[src/rtl/instr_fetch_unit_if.sv]
// Fetch-unit bus bundle: instruction-memory request/response, decoder handshake,
// and the redirect/halt controls from the control stage.
interface instr_fetch_unit_if;
  logic        imem_req_valid;
  logic        imem_req_ready;
  logic [31:0] imem_addr;
  logic        imem_rsp_valid;
  logic [31:0] imem_rsp_data;
  logic        if_valid;
  logic        if_ready;
  logic [31:0] if_instr;
  logic [6:0]  if_opcode;
  logic [31:0] if_pc;
  logic        redirect_valid;
  logic [31:0] redirect_pc;
  logic        halt;

  modport master (
    output imem_req_valid, imem_addr, if_valid, if_instr, if_opcode, if_pc,
    input  imem_req_ready, imem_rsp_valid, imem_rsp_data, if_ready,
           redirect_valid, redirect_pc, halt
  );

  modport slave (
    input  imem_req_valid, imem_addr, if_valid, if_instr, if_opcode, if_pc,
    output imem_req_ready, imem_rsp_valid, imem_rsp_data, if_ready,
           redirect_valid, redirect_pc, halt
  );
endinterface

[src/rtl/instr_fetch_unit.sv]
// Instruction fetch: PC, credit-limited memory requests, in-order prefetch FIFO,
// redirect flush with stale-response discard, and halt.
module instr_fetch_unit #(
  parameter logic [31:0] RESET_PC   = 32'h0000_0000,
  parameter int          FIFO_DEPTH = 2
) (
  input  logic                clk,
  input  logic                rst_n,
  instr_fetch_unit_if.master  bus
);

  localparam int              CW       = $clog2(FIFO_DEPTH + 1);
  localparam int              PW       = (FIFO_DEPTH > 1) ? $clog2(FIFO_DEPTH) : 1;
  localparam logic [PW-1:0]   PTR_LAST = PW'(FIFO_DEPTH - 1);
  localparam logic [CW:0]     DEPTH_W  = (CW + 1)'(FIFO_DEPTH);

  logic [31:0]   pc_q;
  logic          run_q;
  logic [CW-1:0] count_q, out_q, discard_q;
  logic [31:0]   fifo_instr [FIFO_DEPTH];
  logic [31:0]   fifo_pc    [FIFO_DEPTH];
  logic [PW-1:0] head_q, tail_q;
  logic [31:0]   pcq        [FIFO_DEPTH];
  logic [PW-1:0] pcq_wr_q, pcq_rd_q;

  logic credit_ok, accept, rsp, push, pop, redirect;

  function automatic logic [PW-1:0] ptr_inc(input logic [PW-1:0] p);
    return (p == PTR_LAST) ? '0 : p + PW'(1);
  endfunction

  // Credit counts both buffered and in-flight words, so a response always has a slot.
  assign credit_ok = ({1'b0, count_q} + {1'b0, out_q}) < DEPTH_W;
  assign redirect  = bus.redirect_valid;
  assign accept    = bus.imem_req_valid && bus.imem_req_ready;
  assign rsp       = bus.imem_rsp_valid;
  assign push      = rsp && (discard_q == '0) && !redirect;
  assign pop       = (count_q != '0) && bus.if_ready && !redirect;

  assign bus.imem_req_valid = run_q && !bus.halt && !redirect && credit_ok;
  assign bus.imem_addr      = pc_q;
  assign bus.if_valid       = (count_q != '0);
  assign bus.if_instr       = fifo_instr[head_q];
  assign bus.if_pc          = fifo_pc[head_q];
  assign bus.if_opcode      = bus.if_instr[6:0];

  always_ff @(posedge clk or negedge rst_n) begin
    if (!rst_n) begin
      pc_q      <= RESET_PC;
      run_q     <= 1'b0;
      count_q   <= '0;
      out_q     <= '0;
      discard_q <= '0;
      head_q    <= '0;
      tail_q    <= '0;
      pcq_wr_q  <= '0;
      pcq_rd_q  <= '0;
      for (int i = 0; i < FIFO_DEPTH; i++) begin
        fifo_instr[i] <= '0;
        fifo_pc[i]    <= '0;
        pcq[i]        <= '0;
      end
    end else begin
      run_q <= 1'b1;
      out_q <= out_q + CW'(accept) - CW'(rsp);
      if (accept) begin
        pcq[pcq_wr_q] <= pc_q;
        pcq_wr_q      <= ptr_inc(pcq_wr_q);
        pc_q          <= pc_q + 32'd4;
      end
      if (rsp)
        pcq_rd_q <= ptr_inc(pcq_rd_q);
      if (redirect) begin
        // Every request still in flight after this cycle is stale.
        pc_q      <= {bus.redirect_pc[31:2], 2'b00};
        count_q   <= '0;
        head_q    <= '0;
        tail_q    <= '0;
        discard_q <= out_q - CW'(rsp);
      end else begin
        if (rsp && (discard_q != '0))
          discard_q <= discard_q - CW'(1);
        if (push) begin
          fifo_instr[tail_q] <= bus.imem_rsp_data;
          fifo_pc[tail_q]    <= pcq[pcq_rd_q];
          tail_q             <= ptr_inc(tail_q);
        end
        if (pop)
          head_q <= ptr_inc(head_q);
        count_q <= count_q + CW'(push) - CW'(pop);
      end
    end
  end

endmodule
[src/flat_wrapper.sv]
// flat-port wrapper written by rule: the top's interface ports become plain ports
module instr_fetch_unit_flat 
#(
  parameter logic [31:0] RESET_PC   = 32'h0000_0000,
  parameter int          FIFO_DEPTH = 2
)
  (clk, rst_n, bus_imem_req_valid, bus_imem_addr, bus_if_valid, bus_if_instr, bus_if_opcode, bus_if_pc, bus_imem_req_ready, bus_imem_rsp_valid, bus_imem_rsp_data, bus_if_ready, bus_redirect_valid, bus_redirect_pc, bus_halt);
  instr_fetch_unit_if bus_i ();
  input  logic clk;
  input  logic rst_n;
  output wire logic [$bits(bus_i.imem_req_valid)-1:0] bus_imem_req_valid;
  output wire logic [$bits(bus_i.imem_addr)-1:0] bus_imem_addr;
  output wire logic [$bits(bus_i.if_valid)-1:0] bus_if_valid;
  output wire logic [$bits(bus_i.if_instr)-1:0] bus_if_instr;
  output wire logic [$bits(bus_i.if_opcode)-1:0] bus_if_opcode;
  output wire logic [$bits(bus_i.if_pc)-1:0] bus_if_pc;
  input wire logic [$bits(bus_i.imem_req_ready)-1:0] bus_imem_req_ready;
  input wire logic [$bits(bus_i.imem_rsp_valid)-1:0] bus_imem_rsp_valid;
  input wire logic [$bits(bus_i.imem_rsp_data)-1:0] bus_imem_rsp_data;
  input wire logic [$bits(bus_i.if_ready)-1:0] bus_if_ready;
  input wire logic [$bits(bus_i.redirect_valid)-1:0] bus_redirect_valid;
  input wire logic [$bits(bus_i.redirect_pc)-1:0] bus_redirect_pc;
  input wire logic [$bits(bus_i.halt)-1:0] bus_halt;
  assign bus_imem_req_valid = bus_i.imem_req_valid;
  assign bus_imem_addr = bus_i.imem_addr;
  assign bus_if_valid = bus_i.if_valid;
  assign bus_if_instr = bus_i.if_instr;
  assign bus_if_opcode = bus_i.if_opcode;
  assign bus_if_pc = bus_i.if_pc;
  assign bus_i.imem_req_ready = bus_imem_req_ready;
  assign bus_i.imem_rsp_valid = bus_imem_rsp_valid;
  assign bus_i.imem_rsp_data = bus_imem_rsp_data;
  assign bus_i.if_ready = bus_if_ready;
  assign bus_i.redirect_valid = bus_redirect_valid;
  assign bus_i.redirect_pc = bus_redirect_pc;
  assign bus_i.halt = bus_halt;
  instr_fetch_unit #(.RESET_PC(RESET_PC), .FIFO_DEPTH(FIFO_DEPTH)) u_core (.clk(clk), .rst_n(rst_n), .bus(bus_i));
endmodule
[config.mk]
export PLATFORM = sky130hd
export DESIGN_NAME = instr_fetch_unit_flat
export DESIGN_NICKNAME = d
export VERILOG_FILES = /design/src/rtl/instr_fetch_unit_if.sv /design/src/rtl/instr_fetch_unit.sv /design/src/flat_wrapper.sv
export SDC_FILE = /design/constraint.sdc
export NUM_CORES = 1
export LEC_CHECK = 0
export CAP_MARGIN = 10
export CORE_ASPECT_RATIO = 0.75
export CORE_MARGIN = 1
export CORE_UTILIZATION = 53
export DETAILED_ROUTE_END_ITERATION = 10
export GPL_TIMING_DRIVEN = 0
export PLACE_DENSITY = 0.87
export SLEW_MARGIN = 20
export SYNTH_ARGS = -nofsm -noshare
export SYNTH_HDL_FRONTEND = slang
export SYNTH_SLANG_ARGS = --single-unit
[constraint.sdc]
create_clock -name clk -period 3.68 [get_ports clk]
set_input_delay 0.368 -clock clk [delete_from_list [all_inputs] [get_ports clk]]
set_output_delay 0.368 -clock clk [all_outputs]
set_load 0.01 [all_outputs]
; ---- Word level (Yosys, flattened, before mapping)
; Index checks and enable logic that the tools add are counted.
[word_totals]
elab_cells = 89
output_inout_bits = 105
input_bits = 71
register_bits = 235
[classes]
bitwise_logic = 5
n_addsub = 12
n_reduce_logical = 21
muxes = 29
magnitude_cmp = 7
[op_table]
columns = cell, count
row1 = 2-to-1 mux 32 bit, 13
row2 = bitwise mux 64 bit, 3
row3 = demux 32 bit (select 1 bit), 2
row4 = adder 32 x 3 -> 32 bit (second input constant), 1
row5 = nonzero test 2 bit, 6
row6 = logical AND 1 bit, 11
row7 = greater-or-equal comparator 2 bit (second input constant), 4
row8 = 2-to-1 mux 1 bit, 8
row9 = inverter 1 -> 2 bit, 4
row10 = 2-to-1 mux 2 bit, 3
row11 = subtractor 2 x 1 -> 2 bit, 3
row12 = adder 1 bit (second input constant), 4
row13 = adder 2 x 1 -> 2 bit, 2
row14 = less-than comparator 2 x 1 -> 1 bit (second input constant), 2
row15 = adder 2 x 2 -> 3 bit, 1
row16 = less-than comparator 3 x 2 -> 1 bit (second input constant), 1
row17 = logical NOT 1 bit, 2
row18 = logical NOT 2 bit, 1
row19 = AND reduction 2 bit, 1
row20 = subtractor 2 x 1 -> 2 bit (second input constant), 1
row21 = inverter 1 bit, 1

; ---- Depth between registers and ports, before layout
; Gate-level depths: netlist of the first run.
[depth]
depth_word = 7
ltp_mapped = 10
depth_no_buf = 9

; ---- Worst setup path before layout of the first run
; OpenSTA, ideal clock, no wires.
[synth_timing]
path_kind = flip-flop to flip-flop
from = register u_core.count_q[0]
to = register u_core.pc_q[14], in the netlist u_core.bus.imem_addr[14]
required_time_ns = 3.544
t_arrival_ns = 2.456
setup_ns = 0.136
path_stages_with_launch = 9
setup_slack_ns = 1.088
synth_period_minus_slack_ns = 2.592
n_path_buf = 0
path_cell_list = dfrtp_1 -> inv_1 -> nor2_1 -> fa_1 -> or4b_4 -> nor4_4 -> or4b_1 -> nand3b_1 -> o211ai_1
[synth_between]
elab_chain_len = 5
[synth_lines]
columns = item, line_no
row1 = from (decl), instr_fetch_unit.sv:19  ; logic [CW-1:0] count_q, out_q, discard_q;
row2 = from (signal assigned), instr_fetch_unit.sv:90  ; count_q <= count_q + CW'(push) - CW'(pop);
row3 = adder 2 x 2 -> 3 bit, instr_fetch_unit.sv:33  ; assign credit_ok = ({1'b0, count_q} + {1'b0, out_q}) < DEPTH_W;
row4 = less-than comparator 3 x 2 -> 1 bit, instr_fetch_unit.sv:33
row5 = logical AND 1 bit, instr_fetch_unit.sv:40  ; assign bus.imem_req_valid = run_q && !bus.halt && !redirect && credit_ok;
row6 = logical AND 1 bit, instr_fetch_unit.sv:35  ; assign accept = bus.imem_req_valid && bus.imem_req_ready;
row7 = nonzero test 2 bit (no line), n/a
row8 = to (signal assigned), instr_fetch_unit.sv:69  ; pc_q <= pc_q + 32'd4;
row9 = to (signal assigned), instr_fetch_unit.sv:75  ; pc_q <= {bus.redirect_pc[31:2], 2'b00};
row10 = to (decl), instr_fetch_unit.sv:17  ; logic [31:0] pc_q;
; No other way between the ends.
; A chain may end at the register's enable or synchronous reset.

; ---- Worst setup path in the final report of the first run
[layout_timing]
from = register u_core.count_q[0]
to = output port bus_imem_req_valid
[layout_between]
elab_chain_len = 3
[layout_lines]
columns = item, line_no
row1 = adder 2 x 2 -> 3 bit, instr_fetch_unit.sv:33
row2 = less-than comparator 3 x 2 -> 1 bit, instr_fetch_unit.sv:33
row3 = logical AND 1 bit, instr_fetch_unit.sv:40
row4 = to (decl), flat_wrapper.sv:11  ; output wire logic [$bits(bus_i.imem_req_valid)-1:0] bus_imem_req_valid;
; No other way between the ends.

==> out/summary.md, run 1 <==
The number of warnings reported in the yosys synthesis log is 0. The tools report the startpoint class of the critical path as a flop. The cell that appears most often on the critical path is sky130_fd_sc_hd__nor2_1.

The classification of the worst-slack hold path is in2async. At the pin with the least slew margin, the transition time is 0.892 ns. For the I/O pin count, the log shows 176. In this run the tool buffered the top-level ports with 169 buffer cells.

After detailed routing, the number of remaining DRC violations is 0. Based on the critical path, the design can be clocked at up to 310 MHz. The required time at the endpoint of the critical path came out at 3.31 ns.

The floorplan step defined a core boundary enclosing 18,700 um2. The detailed router finished its first iteration with 651 violations. In this run the critical register-to-register path is launched from u_core.count_q[0]$_DFF_PN0_. In this run the clock root is driven by a sky130_fd_sc_hd__clkbuf_16. Counting flops with a built-in enable in the synthesized netlist gives 0. The cell count after synthesis came out at 854.

In this run the remaining antenna-violating nets after routing total 0. Across all register-to-register paths, the minimum setup slack is 0.67 ns. After detailed routing, the average wire length per cell comes to 20.0 um.

In the post-synthesis netlist, the cell with the most instances is sky130_fd_sc_hd__dfrtp_1. The flow ran to the end, and the final reports show no timing, DRC or antenna violations. Along the worst path, the maximum fanout reaches 2. For the overall global routing resource usage, the log shows 0.272.

The tools report the via count of the first global-routing pass as 7,625. The number of core rows was 43. The synthesized netlist occupies a cell area of 10,200 um2.

The logs give 41.5 mm for the global-route wire length before repair and 0 for the total inserted antenna cells. The tools report the final core utilization as 0.696. Summing all non-filler instances in the final layout gives an area of 13,000 um2. After global routing the overflow that remains totals 0. For this run, the leading register cell type out of synthesis is sky130_fd_sc_hd__dfrtp_1.

VDD sags by at most 0.000402 V. The detailed-placement wirelength estimate came out at 18.1 mm. The count of final hold-check violations is 0.

Setup repair after global routing left no endpoint under its margin. The final critical delay including setup and external delays was 3.23 ns; the height of the die was 122 um. The longest clock path from root to sink contains 3 buffers. The layout has 1,324 filler cells.

The fraction of layout cells with a size suffix above 1 was 0.229; the minimum hold slack was 0.295 ns. The initial antenna violation count is 0. Routability-driven placement finished with a final weighted congestion of 0.881. For the worst flop-to-flop path, the logic depth is 9. For this run, the slowest stage of the critical path takes 0.58 ns. Library cell with the largest summed area after synthesis: sky130_fd_sc_hd__dfrtp_1. In the final design database the tool counted 1,132 nets. Counting every sink on the clock net gives 225. The capture point of the worst path was bus_imem_req_valid.

The fraction of the cycle the final worst path needs came out at 0.878. The cell at the slowest stage of the critical path was sky130_fd_sc_hd__clkdlybuf4s50_1. The tools report the relative max-transition margin as 0.405.

The aggregate routed wire length was 26.3 mm. Across the run, the number of max-cap violations was 0. The tools report the start point of the critical path as u_core.count_q[0]$_DFF_PN0_. The total cell area at the placement stage is 12,300 um2, and the portion of the post-synthesis area used by sequential elements is 0.553. The top cell type's share of synthesized area is 0.553. In the synthesized netlist, the cells that appear most often are sky130_fd_sc_hd__dfrtp_1, sky130_fd_sc_hd__mux2_2, sky130_fd_sc_hd__nand2_1. Once the clock tree was built, the resizer swapped 0 gates to a different size. Share of async-settable or async-resettable flops after synthesis: 1.00. Clock-pin slew was measured on the worst setup and hold paths at 0.06 ns. The first detailed-routing pass took 5 iterations. Synthesis inferred 225 register bits. Ranked by total cell area, the synthesized netlist is headed by sky130_fd_sc_hd__dfrtp_1, sky130_fd_sc_hd__mux2_2, sky130_fd_sc_hd__mux2i_1. The initial standard-cell utilization of the core is 0.545, and the TritonCTS buffer count is 23. The clock reaches the later pin of the worst-skew pair after 0.51 ns.

The power after layout is 9.69 mW, and the routed via count divided by cell count is 5.79. The worst clock skew was 0.00874 ns. The setup violation total in the final timing report was 0.

Compared with the post-synthesis result, the final layout area differs by 27.6%. For the total via count in the routed design, the log shows 7,626. The tools report the type of element capturing the critical path as an output pin. The kind of critical path was reg2out.

Traced cell by cell, the critical path runs through inv_1, nor2_1, fa_1, or4b_4, nor2_1, clkdlybuf4s50_1. The number of pins exceeding their max-slew limit in the final report came out at 0. The worst register-to-register path ends at u_core.pcq[54]$_DFFE_PN0P_. A synthesized cell averages 11.9 um2. The tools report the leakage component of the power as 5.76 nW. The floorplan die width is 162 um, and the post-synthesis cell type count is 51. TritonCTS built the clock tree. At the worst endpoint, the arrival time is 2.86 ns. For this design the ratio of total power to cell area is 746 nW/um2.

H-tree level count: 1. The die covers 19,800 um2. Entering global routing, the biggest net connects 103 pins.
==> worst max-delay path: cells and delay by family, from the launching register on <==
kind	cells	cell delay, ns
adders and majority gates	1	0.46
and+or+nand+nor	3	0.91
DFF	1	0.34
buffers and inverters	2	0.63
==> how the worst min path moves through the flow <==
stage / to / slack [ns] / cells past startpoint
after floorplan: u_core.bus.imem_addr[10]$_DFFE_PN0P_ / 0.07 / 0
after global placement: u_core.fifo_pc[2]$_DFFE_PN0P_ / 0.46 / 2
after detailed placement: u_core.fifo_pc[8]$_DFFE_PN0P_ / 0.22 / 1
after CTS: u_core.fifo_pc[8]$_DFFE_PN0P_ / 0.27 / 2
after global routing: u_core.fifo_pc[6]$_DFFE_PN0P_ / 0.31 / 2
final: u_core.fifo_instr[6]$_DFFE_PN0P_ / 0.30 / 2
==> layer usage <==
metal,global-route usage,part of all wire
met1,0.399,0.44
met2,0.420,0.46
met3,0.0449,0.083
met4,0.0767,0.020
met5,0,0
==> flip-flops by register name, summed over array words and instances (netlist names) <==
| signal | flops |
|---|---|
| u_core.fifo_instr | 64 |
| u_core.fifo_pc | 60 |
| u_core.pcq | 60 |
| u_core.bus.imem_addr | 30 |
| u_core.count_q | 2 |
| u_core.discard_q | 2 |
| u_core.out_q | 2 |
| u_core.head_q | 1 |
| u_core.pcq_rd_q | 1 |
| u_core.pcq_wr_q | 1 |
| u_core.run_q | 1 |
| u_core.tail_q | 1 |
==> cell usage in the layout, fill, tap and decap left out, drive strengths merged, types with 7 or more instances in the layout <==
master,count
o211ai,7
o21ai,54
nand2,71
nand3,21
buf,25
inv,11
dfrtp,225
nand4,12
clkbuf,74
clkdlybuf4s50,168
a21oi,36
mux2i,31
nor2,56
mux2,184
nor4,7
==> cell type report <==
| class | instances | area (um2) | share of cell area |
|---|---|---|---|
| flip-flops and latches | 225 | 5630 | 0.433 |
| inverters | 10 | 37.5 | 0.00289 |
| repair buffers | 172 | 1760 | 0.136 |
| clock buffers | 32 | 639 | 0.0492 |
| clock inverters | 8 | 93.8 | 0.00722 |
| multi-input cells | 558 | 4240 | 0.326 |
| plain buffers | 64 | 287 | 0.0220 |
| well taps | 247 | 309 | 0.0238 |
==> kinds of logic (layout without fill, tap and decap cells) <==
logic type	after synthesis	in the layout	share of synthesized area
and+or+nand+nor	196	196	0.0904
buffers and inverters	74	286	0.0318
other	2	5	0.000737
adders and majority gates	7	7	0.00934
muxes	215	215	0.234
DFF	225	225	0.553
AOI/OAI and AO/OA	124	124	0.0714
xor gates and xnor gates	11	11	0.00946
==> where the power goes <==
part	total [mW]	switching (mW)	internal (mW)
registers	3.88	0.514	3.37
clock network	2.30	0.948	1.35
logic	3.51	1.48	2.03
==> stage by stage <==
step	TNS (ns)	setup slack (ns)	cells
2_1_floorplan	0	1.09	857
3_3_place_gp	-1565.48	-6.98	1273
3_5_place_dp	0	0.343	1275
4_1_cts	0	0.474	1316
5_1_grt	0	0.374	1316
6_report	0	0.450	1316
==> timing repair <==
action                                 in CTS  in global routing
setup buffers                               0                  0
hold buffers                                1                  0
endpoints found under the hold margin      25                  0
(Power assumes the default switching activity.)
==> run 2, diff against run 1 <==
--- a/config.mk
+++ b/config.mk
@@ -5,13 +5,15 @@
 export SDC_FILE = /design/constraint.sdc
 export NUM_CORES = 1
 export LEC_CHECK = 0
-export CAP_MARGIN = 10
+export ABC_AREA = 1
+export CAP_MARGIN = 20
 export CORE_ASPECT_RATIO = 0.75
 export CORE_MARGIN = 1
-export CORE_UTILIZATION = 53
+export CORE_UTILIZATION = 54
 export DETAILED_ROUTE_END_ITERATION = 10
 export GPL_TIMING_DRIVEN = 0
-export PLACE_DENSITY = 0.87
+export PLACE_DENSITY = 0.88
+export SETUP_SLACK_MARGIN = 0.15
 export SLEW_MARGIN = 20
 export SYNTH_ARGS = -nofsm -noshare
 export SYNTH_HDL_FRONTEND = slang
==> out/summary.md, run 2 <==
Sorting the synthesized cells by area gives the leading types as sky130_fd_sc_hd__dfrtp_1, sky130_fd_sc_hd__nand2_1, sky130_fd_sc_hd__o21ai_0. The worst clock skew was 0.0113 ns (+0.00257 ns). The fraction of layout cells with a size suffix above 1 is 0.0818 (-0.147), and the total cell area at the placement stage is 12,800 um2 (+4.8%). The kind of critical path was reg2out. The proportion of power drawn by combinational gates was 0.353 (-0.009); the count of final hold-check violations was 0 (unchanged). The initial antenna violation count is 0 (unchanged), and the I/O pin count is 176 (unchanged). The tools report the count of fill cells added during filler insertion as 1,500 (+13%). Cell area after technology mapping: 10,800 um2 (+5.9%).

The fraction of the cycle the final worst path needs was 0.921 (+0.0434); the final standard cell count with taps included and fillers excluded was 1,806 (+37%). The global-route wire length before repair is 46.6 mm (+12%), and the number of sinks on the clock net is 225 (unchanged). For the clock network fraction of total power, the log shows 0.231 (-0.006).

The number of core rows was 44 (+2.3%). The actual slew at the worst max-slew pin was 0.616 ns (-0.275 ns). The post-placement cell count is 1,768 (+39%), and the number of storage elements in the synthesis netlist is 225 (unchanged).

For the relative max-transition margin, the log shows 0.589 (+0.184). The classification of the worst-slack hold path is in2reg. The setup violation total in the final timing report is 0 (unchanged).

Setup repair after global routing left no endpoint under its margin. Height of the die: 124 um (+1.9%). Among all flip-flop cells after synthesis, the most frequent one is sky130_fd_sc_hd__dfrtp_1.

For the die footprint, the log shows 20,500 um2 (+3.8%). The initial DRC count came out at 850 (+31%). The net switching fraction of the power is 0.341 (+0.0372). The logs give 0.695 (-0.00106) for the final core utilization and 0 (unchanged) for the number of pins exceeding their max-slew limit in the final report. For the detailed-placement wirelength estimate, the log shows 20.7 mm (+14%).

The signal on the critical path passes through clkbuf_1, clkinv_1, clkbuf_1, nand2_1, nand2_1, buf_4, clkdlybuf4s50_1. The routed via count divided by cell count works out to 5.34 (-7.8%). The total via count in the routed design was 9,647 (+27%); the mean routed wirelength per cell was 16.0 um (-20%). The tools report the worst ir drop on vdd as 0.000324 V (-20%).

Of all cell types, the one taking the most synthesized area is sky130_fd_sc_hd__dfrtp_1. The aggregate routed wire length was 28.9 mm (+10%). The floorplan die width works out to 165 um (+1.9%). STA classifies the critical path endpoint as an output pin.

The cell at the slowest stage of the critical path was sky130_fd_sc_hd__clkbuf_1. The max capacitance violation total was 0 (unchanged). The logs give 0.416 (+0.016) for the share of power burned in registers and 3.31 ns (about the same) for the required time at the endpoint of the critical path. Number of iterations in the first detailed-routing pass: 5 (unchanged). The logs give 13,500 um2 (+3.9%) for the post-route cell area and 0 (unchanged) for the total setup buffers inserted after CTS. The largest registers in the layout are u_core.fifo_instr x64, u_core.fifo_pc x60, u_core.pcq x60. The run gives 1,342 (+57%) as the number of standard cells after synthesis. The H-tree level count is 1 (unchanged), and the post-synthesis cell type count is 31 (-39%). Count of buffering cells on the critical path with inverters included: 5 (+3). The DRC violation count after routing was 0 (unchanged); the total inserted antenna cells was 0 (unchanged). The number of flip-flops in the largest register was 64 (unchanged).

The run gives 0.51 ns (about the same) as the worst-skew pair later-pin latency. The root buffer cell chosen for the clock tree is sky130_fd_sc_hd__clkbuf_16. The largest fanout on the critical path works out to 10 (+8). Number of buffers inserted by port buffering: 168 (-0.59%).

By count the netlist is led by sky130_fd_sc_hd__nand2_1, sky130_fd_sc_hd__dfrtp_1, sky130_fd_sc_hd__o21ai_0. The synthesis-to-finish area growth came out at 25.3%. The portion of the post-synthesis area used by sequential elements came out at 0.522 (-0.0306).

The run gives 23 (unchanged) as the TritonCTS buffer count. The most frequent standard cell in the layout excluding fill and tap cells was sky130_fd_sc_hd__nand2_1. Average cell area after synthesis: 8.03 um2 (-33%). The run gives 5.98 mW (-11%) as the internal power of the cells.

The run gives 295 MHz (-4.7%) as the fmax. The via count of the first global-routing pass was 9,267 (+22%); the data arrival time of the worst path was 3.02 ns (+0.16 ns). The logs give 1 (unchanged) for the hold buffer count at CTS and 0.906 (+2.8%) for the placer congestion estimate. The floorplan core area is 19,400 um2 (+4.1%), and the final setup slack of the worst path is 0.290 ns (-0.160 ns). The number of warnings reported in the yosys synthesis log was 0 (unchanged). Most frequent cell after synthesis: sky130_fd_sc_hd__nand2_1. The final critical delay including setup and external delays was 3.39 ns (+0.160 ns). The run finished with clean final reports. The top cell type's share of synthesized area is 0.522 (-0.0306).

In the layout the commonest cells are sky130_fd_sc_hd__nand2_1, sky130_fd_sc_hd__dfrtp_1, sky130_fd_sc_hd__clkdlybuf4s50_1. The logs give 4270 um2 (+0.74%) for the total area of multi-input combinational cells and 1,619 (+43%) for the post-layout net count. The run gives 0 (unchanged) as the overall overflow remaining after global route. Counting flops per register, the top entry is u_core.fifo_instr. The run gives 3 (unchanged) as the number of buffers on the longest clock path.

The run gives 92 (-11%) as the maximum number of pins on one net before global-route repair. TritonCTS built the clock tree. The count of flip-flops with a built-in enable after synthesis came out at 0 (unchanged). The remaining number of nets flagged by the antenna check after routing is 0 (unchanged), and the number of gates given a new drive strength after cts is 0 (unchanged).

The storage element area was 5630 um2 (unchanged); the power after layout was 9.07 mW (-6.4%). The initial standard-cell utilization of the core is 0.555 (+0.00925), and the leakage component of the power is 6.58 nW (+14%). The ratio of total power to cell area was 672 nW/um2 (-10%); the post-place setup slack was 0.864 ns (+0.521 ns).

The clock-pin slew of the registers on the worst-case setup and hold paths works out to 0.06 ns (about the same). Family with the most delay on the worst path: buffers and inverters. The share of async-settable or async-resettable flops after synthesis was 1.00 (unchanged). The overall global routing resource usage is 0.288 (+0.0161). The tools report the total net switching power as 3.09 mW (+5.0%). Critical path's largest stage delay: 0.48 ns (-0.10 ns). STA classifies the critical path startpoint as a flop.
run 2: cell types whose count changed in the layout (fill, tap and decap cells not counted), moves of 33 or more:
cell	previous run	this run
sky130_fd_sc_hd__nand2_1	71	541
sky130_fd_sc_hd__mux2_2	184	30
sky130_fd_sc_hd__inv_1	10	128
sky130_fd_sc_hd__o21ai_0	54	162
sky130_fd_sc_hd__nand3_1	20	63
sky130_fd_sc_hd__a21oi_1	36	3
run 2: power groups by stage:
stage          sequential (mW)  combinational, mW  clock, mW
2_1_floorplan             3.68               1.80          0
3_3_place_gp              3.75               3.04          0
3_5_place_dp              3.79               3.16          0
4_1_cts                   3.76               3.20       2.11
5_1_grt                   3.86               3.52       2.21
6_report                  3.77               3.20       2.10
run 2: final timing paths:
kind	start	end	slack, ns	cells after the start
min in group asynchronous	rst_n	u_core.out_q[0]$_DFF_PN0_	0.35	2
worst min register to register	u_core.pcq[24]$_DFFE_PN0P_	u_core.pcq[24]$_DFFE_PN0P_	0.48	2
max in group asynchronous	rst_n	u_core.pcq[24]$_DFFE_PN0P_	2.14	4
worst min-delay path	bus_redirect_valid	u_core.bus.imem_addr[8]$_DFFE_PN0P_	0.24	4
worst max register to register	u_core.out_q[0]$_DFF_PN0_	u_core.out_q[1]$_DFF_PN0_	1.13	10
worst max-delay path	u_core.head_q$_DFFE_PN0P_	bus_if_opcode[3]	0.29	7
run 2: area by class of cell:
class	count	share of cell area
flip-flops and latches	225	0.417
plain buffers	77	0.0297
clock inverters	5	0.00232
multi-input cells	913	0.316
repair buffers	171	0.130
clock buffers	32	0.0458
inverters	130	0.0361
well taps	253	0.0234
run 2: cell families (layout without fill, tap and decap cells):
family / after synthesis / after routing / share of synthesized area
flops: 225 / 225 / 0.522
other cells: 2 / 5 / 0.000697
mux: 30 / 30 / 0.0313
buf+inv: 207 / 415 / 0.0825
simple gates: 658 / 658 / 0.240
fa+ha+maj: 7 / 7 / 0.00882
compound gates: 204 / 204 / 0.107
xor+xnor: 9 / 9 / 0.00731
run 2: worst register-to-register path, cell delays in order (launching register included):
cell and delay [ns]:
sky130_fd_sc_hd__dfrtp_1 0.39, sky130_fd_sc_hd__nand2_1 0.07, sky130_fd_sc_hd__inv_1 0.05, sky130_fd_sc_hd__fa_1 0.47
sky130_fd_sc_hd__nor2_4 0.10, sky130_fd_sc_hd__nand2_2 0.08, sky130_fd_sc_hd__nor3_2 0.36, sky130_fd_sc_hd__buf_2 0.31
sky130_fd_sc_hd__buf_2 0.31, sky130_fd_sc_hd__ha_1 0.21, sky130_fd_sc_hd__xor2_1 0.13
run 2: metal layers:
metal | GRT usage | share of wire | vias up
met5 | 0 | 0 | -
li1 | - | - | 4585
met2 | 0.426 | 0.44 | 381
met1 | 0.442 | 0.46 | 4615
met3 | 0.0403 | 0.072 | 66
met4 | 0.0793 | 0.026 | 0
run 2: per-stage QoR:
| step | hold WS [ns] | setup TNS (ns) |
|---|---|---|
| 6_report | 0.241 | 0 |
| 5_1_grt | 0.272 | 0 |
| 4_1_cts | 0.221 | 0 |
| 3_5_place_dp | 0.310 | 0 |
| 3_3_place_gp | 0.459 | -1551.63 |
| 2_1_floorplan | 0.0724 | 0 |
==> run 3, diff against run 2 <==
--- a/config.mk
+++ b/config.mk
@@ -7,7 +7,6 @@
 export LEC_CHECK = 0
 export ABC_AREA = 1
 export CAP_MARGIN = 20
-export CORE_ASPECT_RATIO = 0.75
 export CORE_MARGIN = 1
 export CORE_UTILIZATION = 54
 export DETAILED_ROUTE_END_ITERATION = 10
==> out/summary.md, run 3 (synthesized netlist as in run 2, its figures left out) <==
The number of flip-flops in the largest register came out at 64 (unchanged). After global routing, the most crowded layer is met2. The worst setup path is launched from a flop. The final critical delay including setup and external delays came out at 3.43 ns (+0.0375 ns). The final setup slack of the worst path is 0.253 ns (-0.0375 ns), and the post-layout net count is 1,619 (unchanged). CTS placed an instance of sky130_fd_sc_hd__clkbuf_16 at the clock tree root.

The initial antenna violation count is 0 (unchanged), and the total inserted antenna cells is 0 (unchanged). The logs give 0.239 ns (-0.00155 ns) for the minimum hold slack and 1 (unchanged) for the H-tree level count. The fraction of the cycle the final worst path needs came out at 0.931 (+0.0102).

The number of buffers on the longest clock path was 3 (unchanged). The count of final hold-check violations was 0 (unchanged). TritonCTS built the clock tree.

The global-route wire length before repair came out at 47.6 mm (+2.1%). The path class of the tightest hold or removal check is in2reg. The largest fanout on the critical path came out at 10 (unchanged). The initial DRC count was 928 (+9.2%); the total setup buffers inserted after CTS was 0 (unchanged).

The via count of the first global-routing pass was 9,493 (+2.4%); the number of gates given a new drive strength after cts was 0 (unchanged). The hold buffer count at CTS is 1 (unchanged). The run gives 9,856 (+2.2%) as the total via count in the routed design. The DRC violation count after routing was 0 (unchanged); the post-place setup slack was 0.895 ns (+0.0312 ns). The TritonCTS buffer count is 23 (unchanged). The overall global routing resource usage came out at 0.297 (+0.00844). The clock-pin slew of the registers on the worst-case setup and hold paths was 0.06 ns (about the same). Post-placement cell count: 1,780 (+0.68%). The remaining number of nets flagged by the antenna check after routing was 0 (unchanged).

The floorplan core area came out at 19,500 um2 (+0.48%). The fmax is 292 MHz (-1.1%), and the overall overflow remaining after global route is 0 (unchanged). The run gives 51 (+16%) as the number of core rows.

The actual slew at the worst max-slew pin is 0.636 ns (+0.0193 ns). The number of iterations in the first detailed-routing pass came out at 9 (+4). The run gives 225 (unchanged) as the number of sinks on the clock net. The kind of critical path was reg2out. The run gives 0.481 (+0.0553) as the met2 capacity usage during global routing. The final standard cell count with taps included and fillers excluded is 1,823 (+0.94%). The number of buffers inserted by port buffering works out to 168 (unchanged). STA classifies the critical path endpoint as an output pin.

The library cell used most frequently in the layout, excluding fill and tap cells, is sky130_fd_sc_hd__nand2_1. The tools report the met3 layer usage reported by global route as 0.0350 (-0.00530). Setup repair after global routing left no endpoint under its margin. Die footprint: 20,500 um2 (about the same). The setup violation total in the final timing report was 0 (unchanged); the aggregate routed wire length was 29.7 mm (+3.0%). The routed via count divided by cell count works out to 5.41 (+1.2%).

The fraction of layout cells with a size suffix above 1 came out at 0.0860 (+0.00423). In the final layout, the registers with the most flip-flops are u_core.fifo_instr x64, u_core.fifo_pc x60, u_core.pcq x60. The number of pins exceeding their max-slew limit in the final report is 0 (unchanged), and the initial standard-cell utilization of the core is 0.552 (-0.00263). The floorplan die width came out at 143 um (-13%). The ratio of total power to cell area is 690 nW/um2 (+2.7%), and the synthesis-to-finish area growth is 26.6%. The met1 track demand over resource in global routing was 0.409 (-0.0336). The flow ran to the end, and the final reports show no timing, DRC or antenna violations.

The run gives 0.576 (-0.0129) as the relative max-transition margin. The maximum number of pins on one net before global-route repair was 85 (-7.6%); the mean routed wirelength per cell was 16.3 um (+2.0%). The tools report the leakage component of the power as 6.65 nW (+0.95%). The placer congestion estimate came out at 0.948 (+4.6%). Leaving out fill and tap cells, the most frequent cells in the layout are sky130_fd_sc_hd__nand2_1, sky130_fd_sc_hd__dfrtp_1, sky130_fd_sc_hd__clkdlybuf4s50_1. The run gives 3.31 ns (about the same) as the required time at the endpoint of the critical path. The max capacitance violation total was 0 (unchanged). The register bank with the most flops was u_core.fifo_instr. The logs give 20.3 mm (-1.9%) for the detailed-placement wirelength estimate and 0.0113 ns (-0.00000430 ns) for the worst clock skew. For the worst ir drop on vdd, the log shows 0.000414 V (+28%). The worst-skew pair later-pin latency was 0.52 ns (about the same); the data arrival time of the worst path was 3.06 ns (+0.04 ns). The height of the die was 143 um (+15%); the I/O pin count was 176 (unchanged).
## run 3: power by group
| group | total (mW) | internal [mW] | switching (mW) |
|---|---|---|---|
| clock network | 2.40 | 1.43 | 0.976 |
| registers | 3.79 | 3.29 | 0.492 |
| logic | 3.22 | 1.52 | 1.71 |
## run 3: area by class of cell
class / count / area [um2]
Clock inverter: 10 / 131
Multi-Input combinational cell: 913 / 4270
Buffer: 77 / 402
Clock buffer: 32 / 639
Timing Repair Buffer: 171 / 1750
Inverter: 130 / 488
Sequential cell: 225 / 5630
Fill cell: 1473 / 5880
Tap cell: 265 / 332
## run 3: metal layers
| metal | vias up | share of wire |
|---|---|---|
| li1 | 4590 | - |
| met1 | 4695 | 0.41 |
| met2 | 483 | 0.48 |
| met3 | 88 | 0.074 |
| met4 | 0 | 0.034 |
| met5 | - | 0 |
## run 3: critical path, stage by stage, from the launching register on
cell,delay (ns)
sky130_fd_sc_hd__dfrtp_1,0.37
sky130_fd_sc_hd__clkbuf_1,0.47
sky130_fd_sc_hd__clkinv_1,0.48
sky130_fd_sc_hd__clkbuf_1,0.38
sky130_fd_sc_hd__nand2_1,0.13
sky130_fd_sc_hd__nand2_1,0.10
sky130_fd_sc_hd__buf_4,0.14
sky130_fd_sc_hd__clkdlybuf4s50_1,0.47
## run 3: worst paths after layout
| kind | from | endpoint | slack [ns] | cells after the start |
|---|---|---|---|---|
| worst max register to register | u_core.count_q[0]$_DFF_PN0_ | u_core.out_q[1]$_DFF_PN0_ | 1.18 | 10 |
| worst max-delay path | u_core.head_q$_DFFE_PN0P_ | bus_if_opcode[3] | 0.25 | 7 |
| max in group asynchronous | rst_n | u_core.fifo_instr[6]$_DFFE_PN0P_ | 2.14 | 4 |
| worst min register to register | u_core.pcq[61]$_DFFE_PN0P_ | u_core.pcq[61]$_DFFE_PN0P_ | 0.48 | 2 |
| min in group asynchronous | rst_n | u_core.bus.imem_addr[3]$_DFFE_PN0P_ | 0.36 | 2 |
| worst min-delay path | bus_redirect_valid | u_core.bus.imem_addr[6]$_DFFE_PN0P_ | 0.24 | 4 |
## run 3: per-stage QoR
stage | power [mW] | cell area, um2 | util | setup TNS (ns)
2_1_floorplan | 5.48 | 10800 | - | 0
3_3_place_gp | 6.77 | 12800 | 0.656 | -1525.51
3_5_place_dp | 6.92 | 12900 | 0.659 | 0
4_1_cts | 9.40 | 13600 | 0.699 | 0
5_1_grt | 9.92 | 13600 | 0.699 | 0
6_report | 9.41 | 13600 | 0.699 | 0
